`src/rtl/counter_ctrl.sv`:
```
// counter_ctrl: run/pause/step/clear sequencer for the board's 6-bit LED counter.
// Debounces three raw buttons, runs the advance prescaler and drives the
// counter's one-cycle advance (cnt_en) and clear (cnt_clr) strobes.
module counter_ctrl #(
    parameter int CLK_HZ          = 100_000_000,
    parameter int TICK_HZ         = 1,
    parameter int DEBOUNCE_CYCLES = 1_000_000
) (
    input  logic clk_100MHz,
    input  logic rst,
    input  logic btn_run,
    input  logic btn_step,
    input  logic btn_clr,
    output logic cnt_en,
    output logic cnt_clr,
    output logic running,
    output logic heartbeat
);

    localparam int TICK_DIV = CLK_HZ / TICK_HZ;
    localparam int PW       = $clog2(TICK_DIV);
    localparam int DW       = $clog2(DEBOUNCE_CYCLES);
    localparam int NB       = 3;

    localparam logic [PW-1:0] PRE_MAX = PW'(TICK_DIV - 1);
    localparam logic [DW-1:0] DB_MAX  = DW'(DEBOUNCE_CYCLES - 1);

    localparam logic [1:0] S_IDLE  = 2'd0;
    localparam logic [1:0] S_RUN   = 2'd1;
    localparam logic [1:0] S_PAUSE = 2'd2;

    // Button bit order: 0 = run, 1 = step, 2 = clear.
    logic [NB-1:0] w_btn_raw;
    logic [NB-1:0] r_sync1;
    logic [NB-1:0] r_sync2;
    logic [NB-1:0] r_deb;
    logic [NB-1:0] r_deb_d;
    logic [NB-1:0] r_armed;
    logic [NB-1:0] r_press;
    logic [1:0]    r_fill;
    logic [DW-1:0] r_db_cnt [NB];

    logic [1:0]    r_state;
    logic [PW-1:0] r_pre;
    logic          r_cnt_en;
    logic          r_cnt_clr;
    logic          r_running;
    logic          r_heartbeat;

    logic [1:0]    w_state_nx;
    logic [PW-1:0] w_pre_nx;
    logic          w_en_nx;
    logic          w_clr_nx;
    logic          w_run_p;
    logic          w_step_p;
    logic          w_clr_p;

    assign w_btn_raw = {btn_clr, btn_step, btn_run};
    assign w_run_p   = r_press[0];
    assign w_step_p  = r_press[1];
    assign w_clr_p   = r_press[2];

    // Two-flop synchronizers; r_fill marks when r_sync2 holds real post-reset samples.
    always_ff @(posedge clk_100MHz or negedge rst) begin
        if (!rst) begin
            r_sync1 <= '0;
            r_sync2 <= '0;
            r_fill  <= 2'b00;
        end else begin
            r_sync1 <= w_btn_raw;
            r_sync2 <= r_sync1;
            r_fill  <= {r_fill[0], 1'b1};
        end
    end

    // Debouncers: accept a new level only after it has differed for DEBOUNCE_CYCLES cycles.
    always_ff @(posedge clk_100MHz or negedge rst) begin
        if (!rst) begin
            r_deb <= '0;
            for (int i = 0; i < NB; i++) begin
                r_db_cnt[i] <= '0;
            end
        end else begin
            for (int i = 0; i < NB; i++) begin
                if (r_sync2[i] == r_deb[i]) begin
                    r_db_cnt[i] <= '0;
                end else if (r_db_cnt[i] == DB_MAX) begin
                    r_deb[i]    <= r_sync2[i];
                    r_db_cnt[i] <= '0;
                end else begin
                    r_db_cnt[i] <= r_db_cnt[i] + DW'(1);
                end
            end
        end
    end

    // Registered rising-edge detect; a button is armed only once it has been seen released,
    // so a button held through reset stays silent until it is pressed again.
    always_ff @(posedge clk_100MHz or negedge rst) begin
        if (!rst) begin
            r_deb_d <= '0;
            r_armed <= '0;
            r_press <= '0;
        end else begin
            r_deb_d <= r_deb;
            r_armed <= r_armed | (~r_sync2 & {NB{r_fill[1]}});
            r_press <= r_deb & ~r_deb_d & r_armed;
        end
    end

    // Next-state, prescaler and strobe decode; clear outranks run, run outranks step.
    always_comb begin
        w_state_nx = r_state;
        w_pre_nx   = r_pre;
        w_en_nx    = 1'b0;
        w_clr_nx   = 1'b0;
        if (w_clr_p) begin
            w_clr_nx   = 1'b1;
            w_state_nx = S_IDLE;
            w_pre_nx   = '0;
        end else begin
            case (r_state)
                S_IDLE: begin
                    if (w_run_p) begin
                        w_state_nx = S_RUN;
                        w_pre_nx   = '0;
                    end else if (w_step_p) begin
                        w_en_nx    = 1'b1;
                        w_state_nx = S_PAUSE;
                    end else begin
                        w_state_nx = S_IDLE;
                    end
                end
                S_RUN: begin
                    w_pre_nx = (r_pre == PRE_MAX) ? '0 : r_pre + PW'(1);
                    if (w_run_p) begin
                        // Pausing swallows a tick that lands in the same cycle.
                        w_state_nx = S_PAUSE;
                    end else if (r_pre == PRE_MAX) begin
                        w_en_nx = 1'b1;
                    end else begin
                        w_state_nx = S_RUN;
                    end
                end
                S_PAUSE: begin
                    if (w_run_p) begin
                        // Prescaler is kept so the partial period resumes.
                        w_state_nx = S_RUN;
                    end else if (w_step_p) begin
                        w_en_nx = 1'b1;
                    end else begin
                        w_state_nx = S_PAUSE;
                    end
                end
                default: begin
                    w_state_nx = S_IDLE;
                    w_pre_nx   = '0;
                end
            endcase
        end
    end

    // State, prescaler and registered outputs.
    always_ff @(posedge clk_100MHz or negedge rst) begin
        if (!rst) begin
            r_state     <= S_IDLE;
            r_pre       <= '0;
            r_cnt_en    <= 1'b0;
            r_cnt_clr   <= 1'b0;
            r_running   <= 1'b0;
            r_heartbeat <= 1'b0;
        end else begin
            r_state     <= w_state_nx;
            r_pre       <= w_pre_nx;
            r_cnt_en    <= w_en_nx;
            r_cnt_clr   <= w_clr_nx;
            r_running   <= (w_state_nx == S_RUN);
            r_heartbeat <= r_heartbeat ^ w_en_nx;
        end
    end

    assign cnt_en    = r_cnt_en;
    assign cnt_clr   = r_cnt_clr;
    assign running   = r_running;
    assign heartbeat = r_heartbeat;

endmodule

```
`config.mk`:
```
export PLATFORM = sky130hd
export DESIGN_NAME = counter_ctrl
export DESIGN_NICKNAME = d
export VERILOG_FILES = /design/src/rtl/counter_ctrl.sv
export SDC_FILE = /design/constraint.sdc
export NUM_CORES = 1
export LEC_CHECK = 0
export ABC_AREA = 1
export BUFFER_PORTS_ARGS = -buffer_cell sky130_fd_sc_hd__buf_2
export CAP_MARGIN = 15
export CORE_ASPECT_RATIO = 1.25
export CORE_UTILIZATION = 55
export CTS_BUF_LIST = sky130_fd_sc_hd__clkbuf_16
export DETAILED_ROUTE_END_ITERATION = 8
export GPL_TIMING_DRIVEN = 0
export PLACE_DENSITY_LB_ADDON = 0.25
export SLEW_MARGIN = 10
export SYNTH_ARGS = -nofsm -noshare
export SYNTH_HDL_FRONTEND = slang
export SYNTH_SLANG_ARGS = --single-unit
```
`constraint.sdc`:
```
create_clock -name clk_100MHz -period 3.1 [get_ports clk_100MHz]
set_input_delay 0 -clock clk_100MHz [delete_from_list [all_inputs] [get_ports clk_100MHz]]
set_output_delay 0 -clock clk_100MHz [all_outputs]
set_load 0.01 [all_outputs]
```
# Word level (Yosys, flattened, before mapping)
# Index checks and enable logic that the tools add are counted.
# op_classes
n_eq_ne	12
n_addsub	4
reduce_logical	6
n_bitwise	10
mux	25
# ops
op	count
20-bit 2-to-1 mux	6
27-bit 2-to-1 mux	3
27-bit case mux with 3 select lines	1
20-bit by 1-bit adder with 20-bit output, second input constant	3
20-bit == test, second input constant	3
27-bit by 1-bit adder with 27-bit output, second input constant	1
27-bit == test, second input constant	1
2-bit 2-to-1 mux	7
3-bit AND	3
2-bit AND reduction	4
1-bit 2-to-1 mux	6
3-bit NOT	2
2-bit case mux with 3 select lines	1
2-bit by 1-bit == test with 1-bit output, second input constant	2
1-bit == test	3
3-bit != test, second input constant	1
1-bit NOT	3
3-bit OR	1
2-bit == test, second input constant	1
2-bit zero test	1
2-bit != test, second input constant	1
1-bit case mux with 2 select lines	1
2-bit OR reduction	1
1-bit XOR	1
# totals
inputBits	5
ff_bits	113
output_inout_bits	4

# Logic depth before layout (Yosys ltp)
# Gate-level depths: netlist of the first run.
# logic_depth
word_depth	6
ltp_mapped	10
depth_no_buf	10

# Least setup slack after synthesis of the first run
# Ideal clock, no wire load.
# synth_timing
path_type	reg-to-reg
startpoint	reg r_pre[0]
endpoint	reg r_pre[10]
t_required_ns	3.031
slack_ns	1.678
arrival_time_ns	1.353
stages_incl_launch_ff	11
path_cell_list	dfrtp_1 -> ha_1 -> nand3_2 -> inv_2 -> nand2_2 -> nor2_1 -> nand2_1 -> nand2_4 -> nand2_4 -> clkinv_4 -> nor2_2
# synth_between
elab_chain_cells	4
# synth_rtl
item	line_no	text
start, declared	44	logic [PW-1:0] r_pre;
start signal, assigned	174	r_pre <= w_pre_nx;
27-bit by 1-bit adder with 27-bit output / 27-bit == test (equally long branches)	135	w_pre_nx = (r_pre == PRE_MAX) ? '0 : r_pre + PW'(1);
27-bit 2-to-1 mux *	135	
27-bit case mux with 3 select lines *	122	case (r_state)
27-bit 2-to-1 mux *	117	if (w_clr_p) begin
# Every way passes the cells marked *; elsewhere a longest branch is shown, timed or not.
# A chain may end at the register's enable or synchronous reset.

# Final worst setup path of the first run
# layout_timing
startpoint	reg r_pre[0]
endpoint	reg r_pre[8]
# Same word-level chain as after synthesis.

==> metrics, run 1 <==
Yosys cell types=29; DR WL/cell=12.9 µm; cell area after layout=0.00693 mm²; most frequent cells in the layout=180 x nand2_1, 142 x nor2_1, 113 x dfrtp_1; max-slew violations=0; total grt overflow=0; most frequent CP cell=nand2_4; CTS tree=built; crit-path max cell delay=0.41 ns; Power Density=543 mW/mm²; drt initial violations=218; final cell count without fillers=954; Crit-path slowest cell=dfrtp_1; Sink Count=113; Chip Width=95.3 µm; initial antenna violation count=0; DR vias=4,954; WP data arrival=2.01 ns; diode count=0; starting density of the core=56.4%; Hold Path Class=input port to async pin; post-synthesis sequential area ratio=47.2%; Die Span Y=119 µm; port bufs=8; Synth area leader=dfrtp_1; worst r2r src=r_pre[0]$_DFFE_PN0P_; CTS H-tree depth=4; Setup crit start kind=flop; most common cell after layout, fill and taps aside=nand2_1; clk buf depth=2; Worst Path Required=3.44 ns; cts repair resizes=0; fin nets=818; largest net degree at the start of global routing=89; area of the core=0.0106 mm²; global-route wire length before repair=21,300 µm; RSZ-0062 raised after global routing=false; drt first pass iters=5; setup_tns=0 ns; placed instance count=918; top-area cell type share of the netlist area=47.2%; HPWL Detailed=8460 µm; fmax=600 MHz; status=finished, final reports clean; Synth warnings=0; I/O Pins=9; Total Power=3.76 mW; Site Rows=42; CTS Buf Count=17; Fillers=887; Setup Viol. Count Final=0; leakage power=3.16 nW; share of layout cells above drive strength 1=12.3%; gp weighted congestion=0.897; synth-to-layout area growth=15.8%; clock skew=0.00670 ns; syn nets=786; FF+latch count, synth=113; dpl cell area=0.00623 mm²; Root Driver=clkbuf_16; Crit Path Max Fanout=8; gate count of the mapped netlist=777; antenna-violating nets left=0; Skew-Pair Late Insertion Delay=0.41 ns; maximum vdd ir drop=314 µV; vias in the first global route=4,934; # DRC=0; Crit. Startpoint=r_pre[0]$_DFFE_PN0P_; worst-path cell chain=ha_1 > nand3_2 > inv_2 > nand2_2 > nor2_1 > nand2_1 > nand2_4 > nand2_4 > clkinv_4 > nor2_2; die area=0.0113 mm²; fin crit share=53.8%; CP endpoint kind=flop; critical path type=flop to flop; CTS clk-pin slew, worst paths=0.06 ns; final hold vios=0; Via density=5.19; All-Layer GR Usage=24.1%; Mapped Avg Cell Area=7.71 µm²; final wirelength=12,300 µm; Mapped Area=0.00599 mm²; Area contributors post-synth=dfrtp_1 47%, nand2_1 11%, nor2_1 8.9%, inv_1 6.1%, nand3_1 4.4%; critical path's top delay family=simple AND/OR/NAND/NOR gates; MaxCap Viol Count=0; worst path bufs/invs=2; Final min period=1.67 ns
==> routing by layer <==
| metal | track usage, % | vias up | wire [µm] |
|---|---|---|---|
| li1 | - | 2502 | - |
| met1 | 29.1 | 2348 | 5300 |
| met2 | 41.0 | 84 | 6360 |
| met3 | 5.66 | 20 | 452 |
| met4 | 8.71 | 0 | 167 |
| met5 | 0 | - | 0 |
==> layout make-up <==
class                   instances  area (µm²)  share of cell area (%)
flip-flops and latches        113        2830                    40.8
multi-input cells             556        2740                    39.6
clock buffers                  17         425                    6.14
inverters                     106         403                    5.81
clock inverters                15         239                    3.45
well taps                     132         165                    2.38
repair buffers                 13         114                    1.64
plain buffers                   2        16.3                   0.235
==> Yosys cell counts (all sizes together) <==
| cell | instances |
|---|---|
| a21oi | 15 |
| buf | 2 |
| clkinv | 1 |
| conb | 1 |
| dfrtp | 113 |
| ha | 4 |
| inv | 105 |
| mux2i | 1 |
| nand2 | 195 |
| nand3 | 57 |
| nand3b | 2 |
| nand4 | 22 |
| nor2 | 172 |
| nor3 | 30 |
| nor3b | 2 |
| o21ai | 14 |
| o21bai | 6 |
| xnor2 | 6 |
| xor2 | 29 |
==> power breakdown <==
group	switching (mW)	internal, mW
Clock	0.686	1.50
Sequential	0.0101	1.49
Combinational	0.0550	0.0223
Total	0.751	3.01
==> final timing paths <==
kind | to | depth (start not counted) | slack, ns
min in group clk_100MHz | r_sync1[1]$_DFF_PN0_ | 2 | 0.23
setup reg to reg | r_pre[8]$_DFFE_PN0P_ | 10 | 1.43
hold reg to reg | r_sync2[1]$_DFF_PN0_ | 0 | 0.35
hold / removal | r_db_cnt[16]$_DFF_PN0_ | 2 | 0.01
setup / recovery | r_pre[8]$_DFFE_PN0P_ | 10 | 1.43
max in group asynchronous | r_db_cnt[35]$_DFF_PN0_ | 3 | 2.39
==> kinds of logic (layout without fill, tap and decap cells) <==
logic type | Yosys count | count (layout) | synth area share [%]
AND/OR/NAND/NOR | 480 | 480 | 36.4
other | 1 | 1 | 0.0626
AO/OA/AOI/OAI | 35 | 35 | 3.24
buffers and inverters | 108 | 153 | 7.00
flip-flops | 113 | 113 | 47.2
adder cells (fa/ha/maj) | 4 | 4 | 0.836
multiplexers | 1 | 1 | 0.167
XOR/XNOR | 35 | 35 | 5.12
==> state kept, by name, summed over array words and instances (netlist names) <==
register	count
r_state	2
r_press	3
r_db_cnt	60
r_sync1	3
cnt_clr	1
r_fill	2
cnt_en	1
heartbeat	1
running	1
r_deb_d	3
r_sync2	3
r_pre	27
r_armed	3
r_deb	3
==> per-stage QoR <==
step           hold slack (ns)  setup WS [ns]  util (%)
6_report                0.0113           1.43      65.3
5_1_grt                 0.0482           1.32      65.3
4_1_cts                 0.0175           1.42      65.3
3_5_place_dp            -0.118           1.44      58.7
3_3_place_gp             0.109          0.687      58.4
2_1_floorplan           -0.296           1.68         -
==> timing repair <==
| item | in CTS | in global routing |
|---|---|---|
| hold buffers | 4 | 0 |
| endpoints found under the hold margin | 116 | 0 |
| endpoints found under the setup margin | 0 | 0 |
| buffers inserted | 0 | 0 |
(Power assumes the default switching activity.)
==> inputs of run 2 (changes only) <==
- clock period: 3.1 -> 1.7 ns (I/O delays scaled with it)
==> run 2 against run 1 <==
Final cell count rose by 0.52%. Combinational power rose by 94%. Highest routed layer unchanged. Utilization is 0.74 points higher. Largest power group unchanged. Worst setup slack got worse by 1.3 ns.
==> metrics, run 2 (synthesized netlist as in run 1, its figures left out) <==
# DRC=0 (unchanged); Setup crit start kind=flop (unchanged); largest registers=r_db_cnt (60), r_pre (27) (unchanged); most frequent CP cell=nand2_4 (unchanged); drt initial violations=275 (was 218); CTS tree=built (unchanged); global-route wire length before repair=21,300 µm (unchanged); Root Driver=clkbuf_16 (unchanged); max-slew violations=0 (unchanged); CTS clk-pin slew, worst paths=0.06 ns (about the same); clock skew=0.00654 ns (was 0.00670 ns); Hold Path Class=input port to async pin (unchanged); Crit-path slowest cell=dfrtp_1 (unchanged); final hold vios=0 (unchanged); I/O Pins=9 (unchanged); maximum vdd ir drop=573 µV (was 314 µV); Total Power=6.88 mW (was 3.76 mW); initial antenna violation count=0 (unchanged); Final min period=1.60 ns (was 1.67 ns); status=finished, final reports clean (unchanged); area of the core=0.0106 mm² (unchanged); Crit. Startpoint=r_pre[0]$_DFFE_PN0P_ (unchanged); final wirelength=12,400 µm (was 12,300 µm); leakage power=3.20 nW (was 3.16 nW); die area=0.0113 mm² (unchanged); Worst Path Required=2.00 ns (was 3.44 ns); crit-path max cell delay=0.39 ns (was 0.41 ns); Setup Viol. Count Final=0 (unchanged); Crit Path Max Fanout=8 (unchanged); worst-path cell chain=ha_2 > nand3_2 > inv_2 > nand2_4 > nor2_1 > nand2_1 > nand2_4 > nand2_4 > inv_8 > nor2_2 (was ha_1 > nand3_2 > inv_2 > nand2_2 > nor2_1 > nand2_1 > nand2_4 > nand2_4 > clkinv_4 > nor2_2); critical path type=flop to flop (unchanged); total grt overflow=0 (unchanged); fin nets=823 (was 818); max FFs per register=60 (unchanged); final worst slack=0.0984 ns (was 1.43 ns); most frequent cells in the layout=180 x nand2_1, 142 x nor2_1, 113 x dfrtp_1 (unchanged); port bufs=8 (unchanged); Sink Count=113 (unchanged); register with the most flip-flops=r_db_cnt (unchanged); All-Layer GR Usage=24.1% (unchanged); share of layout cells above drive strength 1=13.4% (was 12.3%); MaxCap Viol Count=0 (unchanged); fmax=624 MHz (was 600 MHz); fin crit share=94.2% (was 53.8%); Power Density=981 mW/mm² (was 543 mW/mm²); Via density=5.18 (was 5.19); clk buf depth=2 (unchanged); CP endpoint kind=flop (unchanged); Chip Width=95.3 µm (unchanged); antenna-violating nets left=0 (unchanged); starting density of the core=56.4% (unchanged); diode count=0 (unchanged); Die Span Y=119 µm (unchanged); CTS H-tree depth=4 (unchanged); gp weighted congestion=0.897 (unchanged); Skew-Pair Late Insertion Delay=0.42 ns (was 0.41 ns); worst r2r src=r_pre[0]$_DFFE_PN0P_ (unchanged); synth-to-layout area growth=17.1% (was 15.8%); CTS Buf Count=17 (unchanged); drt first pass iters=5 (unchanged); WP data arrival=1.90 ns (was 2.01 ns); Hold WS=0.00915 ns (was 0.0113 ns); HPWL Detailed=8460 µm (unchanged); most common cell after layout, fill and taps aside=nand2_1 (unchanged); post-place setup slack=0.0409 ns (was 1.44 ns); vias in the first global route=4,934 (unchanged); DR WL/cell=12.9 µm (about the same); DR vias=4,970 (was 4,954); Site Rows=42 (unchanged); largest net degree at the start of global routing=89 (unchanged); setup_tns=0 ns (unchanged)
run 2: routing by layer:
metal,vias to the layer above,share of wire [%],global-route usage (%)
met4,0,1.8,8.71
met5,-,0,0
met3,25,3.8,5.66
li1,2508,-,-
met1,2331,43,29.1
met2,106,52,41.0
run 2: area by class of cell:
class | instances | area [µm²]
Buffer | 2 | 16.3
Clock buffer | 17 | 425
Clock inverter | 15 | 239
Fill cell | 869 | 3600
Inverter | 106 | 405
Multi-Input combinational cell | 556 | 2780
Sequential cell | 113 | 2830
Tap cell | 132 | 165
Timing Repair Buffer | 18 | 151
run 2: final timing paths:
check / end / slack (ns) / cells past startpoint
setup / recovery: r_pre[8]$_DFFE_PN0P_ / 0.1 / 10
hold / removal: r_db_cnt[16]$_DFF_PN0_ / 0.009 / 2
setup reg to reg: r_pre[8]$_DFFE_PN0P_ / 0.1 / 10
hold reg to reg: r_sync2[1]$_DFF_PN0_ / 0.35 / 0
max in group asynchronous: r_db_cnt[35]$_DFF_PN0_ / 0.99 / 3
min in group clk_100MHz: r_sync1[1]$_DFF_PN0_ / 0.22 / 2
run 2: what timing repair did:
item / CTS / global route
endpoints found under the setup margin: 0 / 30
hold buffers: 4 / 0
hold endpoints to repair: 116 / 0
gates resized for setup: 0 / 10
setup buffers: 0 / 5
run 2: power breakdown:
| part | leakage [nW] | switching [mW] | internal [mW] |
|---|---|---|---|
| clock network | 0.317 | 1.25 | 2.73 |
| registers | 1.54 | 0.0185 | 2.72 |
| logic | 1.34 | 0.104 | 0.0465 |
| total | 3.20 | 1.38 | 5.50 |
run 2: worst max-delay path: cells and delay by family, from the launching register on:
family | cells | cell delay [ns]
DFF | 1 | 0.39
adders and majority gates | 1 | 0.21
and+or+nand+nor | 7 | 0.65
buffers and inverters | 2 | 0.23
run 2: metrics by stage:
| stage | util [%] | instance area [µm²] | std cells |
|---|---|---|---|
| floorplan | - | 5990 | 777 |
| global placement | 58.4 | 6190 | 917 |
| detailed placement | 58.7 | 6230 | 918 |
| CTS | 65.3 | 6930 | 954 |
| global route | 66.1 | 7010 | 959 |
| finish | 66.1 | 7010 | 959 |
==> inputs of run 3 (changes only) <==
- BUFFER_PORTS_ARGS: -buffer_cell sky130_fd_sc_hd__buf_2 -> default
- DONT_BUFFER_PORTS: default -> 1
==> run 3 against run 2 <==
The flow now finishes with violations (negative hold slack). Hold slack worse by 0.72 ns. Clock skew rose by 0.0040 ns. Sequential share of layout area is 1.4 points higher. Via count decreased by 0.58%. Worst setup slack worse by 0.0036 ns. Die area did not move. Non-clock buffer count is 10 lower. Clock power down 23%. Critical endpoint is now r_deb[1]$_DFFE_PN0P_. Largest power group unchanged. Highest routed layer unchanged.
==> metrics, run 3 (synthesized netlist as in run 1, its figures left out) <==
global-route wire length before repair=19,900 µm (was 21,300 µm); final worst slack=0.0948 ns (was 0.0984 ns); CTS tree=built (unchanged); leakage power=3.09 nW (was 3.20 nW); register with the most flip-flops=r_db_cnt (unchanged); max FFs per register=60 (unchanged); HPWL Detailed=8240 µm (was 8460 µm); CTS H-tree depth=4 (unchanged); Site Rows=42 (unchanged); die area=0.0113 mm² (unchanged); vias in the first global route=4,611 (was 4,934); CTS Buf Count=17 (unchanged); fmax=623 MHz (was 624 MHz); fin nets=813 (was 823); most frequent cells in the layout=180 x nand2_1, 142 x nor2_1, 113 x dfrtp_1 (unchanged); final wirelength=11,800 µm (was 12,400 µm); port bufs=0 (was 8); Setup crit start kind=flop (unchanged); total grt overflow=0 (unchanged); DR WL/cell=12.4 µm (was 12.9 µm); WP data arrival=1.89 ns (was 1.90 ns); max-slew violations=0 (unchanged); Power Density=870 mW/mm² (was 981 mW/mm²); Final min period=1.61 ns (was 1.60 ns); critical path type=flop to flop (unchanged); worst r2r path cells=8 (was 10); largest net degree at the start of global routing=114 (was 89); Setup Viol. Count Final=0 (unchanged); Fillers=891 (was 869); Hold Path Class=input port to async pin (unchanged); largest registers=r_db_cnt (60), r_pre (27) (unchanged); CP endpoint kind=flop (unchanged); Hold WS=-0.711 ns (was 0.00915 ns); Worst Path Required=1.98 ns (was 2.00 ns); clk buf depth=2 (unchanged); initial antenna violation count=0 (unchanged); I/O Pins=9 (unchanged); DR vias=4,941 (was 4,970); synth-to-layout area growth=13.1% (was 17.1%); Chip Width=95.3 µm (unchanged); setup_tns=0 ns (unchanged); status=finished, violations left (was finished, final reports clean); r2r setup slk=0.09 ns (was 0.1 ns); clock skew=0.0105 ns (was 0.00654 ns); share of layout cells above drive strength 1=11.2% (was 13.4%); maximum vdd ir drop=794 µV (was 573 µV); Via density=5.21 (was 5.18); hold buffer count at CTS=3 (was 4); drt first pass iters=4 (was 5); final hold vios=113 (was 0); CTS clk-pin slew, worst paths=0.05 ns (was 0.06 ns); diode count=0 (unchanged); Die Span Y=119 µm (unchanged); # DRC=0 (unchanged); MaxCap Viol Count=0 (unchanged); starting density of the core=56.4% (unchanged); most common cell after layout, fill and taps aside=nand2_1 (unchanged); area of the core=0.0106 mm² (unchanged); antenna-violating nets left=0 (unchanged); RSZ-0062 raised after global routing=true; Crit Path Max Fanout=5 (was 8); Root Driver=clkbuf_16 (unchanged); gp weighted congestion=0.882 (was 0.897); violated checks=negative hold slack; drt initial violations=241 (was 275); Skew-Pair Late Insertion Delay=0.41 ns (was 0.42 ns); Sink Count=113 (unchanged); post-place setup slack=0.0591 ns (was 0.0409 ns); All-Layer GR Usage=22.7% (was 24.1%); fin crit share=94.4% (was 94.2%)
run 3: cell count changes in the layout (fill, tap and decap cells not counted), moves of 2 or more:
cell        change
buf_2           -7
bufinv_16       -5
clkinv_1        +3
clkinvlp_4      -2
ha_1            +2
ha_2            -2
inv_1           +4
run 3: metal layers:
metal,global-route usage [%],vias up,wire length (µm)
li1,-,2486,-
met1,27.4,2340,5220
met2,38.3,103,5970
met3,5.98,12,439
met4,7.86,0,132
met5,0,-,0
run 3: final timing paths:
kind                                   startpoint                endpoint
max in group asynchronous                     rst  r_db_cnt[23]$_DFF_PN0_
setup reg to reg           r_db_cnt[20]$_DFF_PN0_    r_deb[1]$_DFFE_PN0P_
setup / recovery           r_db_cnt[20]$_DFF_PN0_    r_deb[1]$_DFFE_PN0P_
hold / removal                                rst  r_db_cnt[16]$_DFF_PN0_
hold reg to reg               r_fill[0]$_DFF_PN0_     r_fill[1]$_DFF_PN0_
min in group clk_100MHz                  btn_step    r_sync1[1]$_DFF_PN0_
run 3: final cells by class:
cell class	instances	area, µm²	share of cell area (%)
buffer	2	16.3	0.240
clock buffer	17	425	6.28
inverter	106	403	5.95
multi-input combinational	556	2780	41.1
tap	132	165	2.44
clock inverter	14	86.3	1.27
timing repair buffer	8	67.6	0.998
sequential	113	2830	41.8
run 3: per-stage QoR:
step                      hold slack (ns)  area [µm²]  total power [mW]  std cells  util [%]
final                              -0.711        6770              5.89        948      63.8
after global routing               -0.730        6770              6.09        948      63.8
after CTS                          -0.725        6700              5.94        943      63.1
after detailed placement           -0.293        6150              2.85        909      58.0
after global placement             -0.293        6150              2.85        909      58.0
after floorplan                    -0.296        5990              2.84        777         -
run 3: report_power, final:
group          total, mW  switching (mW)  internal (mW)
registers           2.74          0.0174           2.72
logic             0.0828          0.0506         0.0322
clock network       3.07            1.14           1.93
total               5.89            1.21           4.69
run 3: what timing repair did:
action                                  CTS  global route
endpoints found under the hold margin   116           113
gates resized for setup                   0             8
endpoints found under the setup margin    0            23
setup buffers                             0             5
run 3: critical path, stage by stage (launching register included):
cell,delay [ns]
dfrtp_1,0.37
ha_1,0.21
nand3_2,0.14
nor2_1,0.11
nand2_1,0.09
nand3b_1,0.25
buf_4,0.19
nand2_1,0.04
o21ai_0,0.06
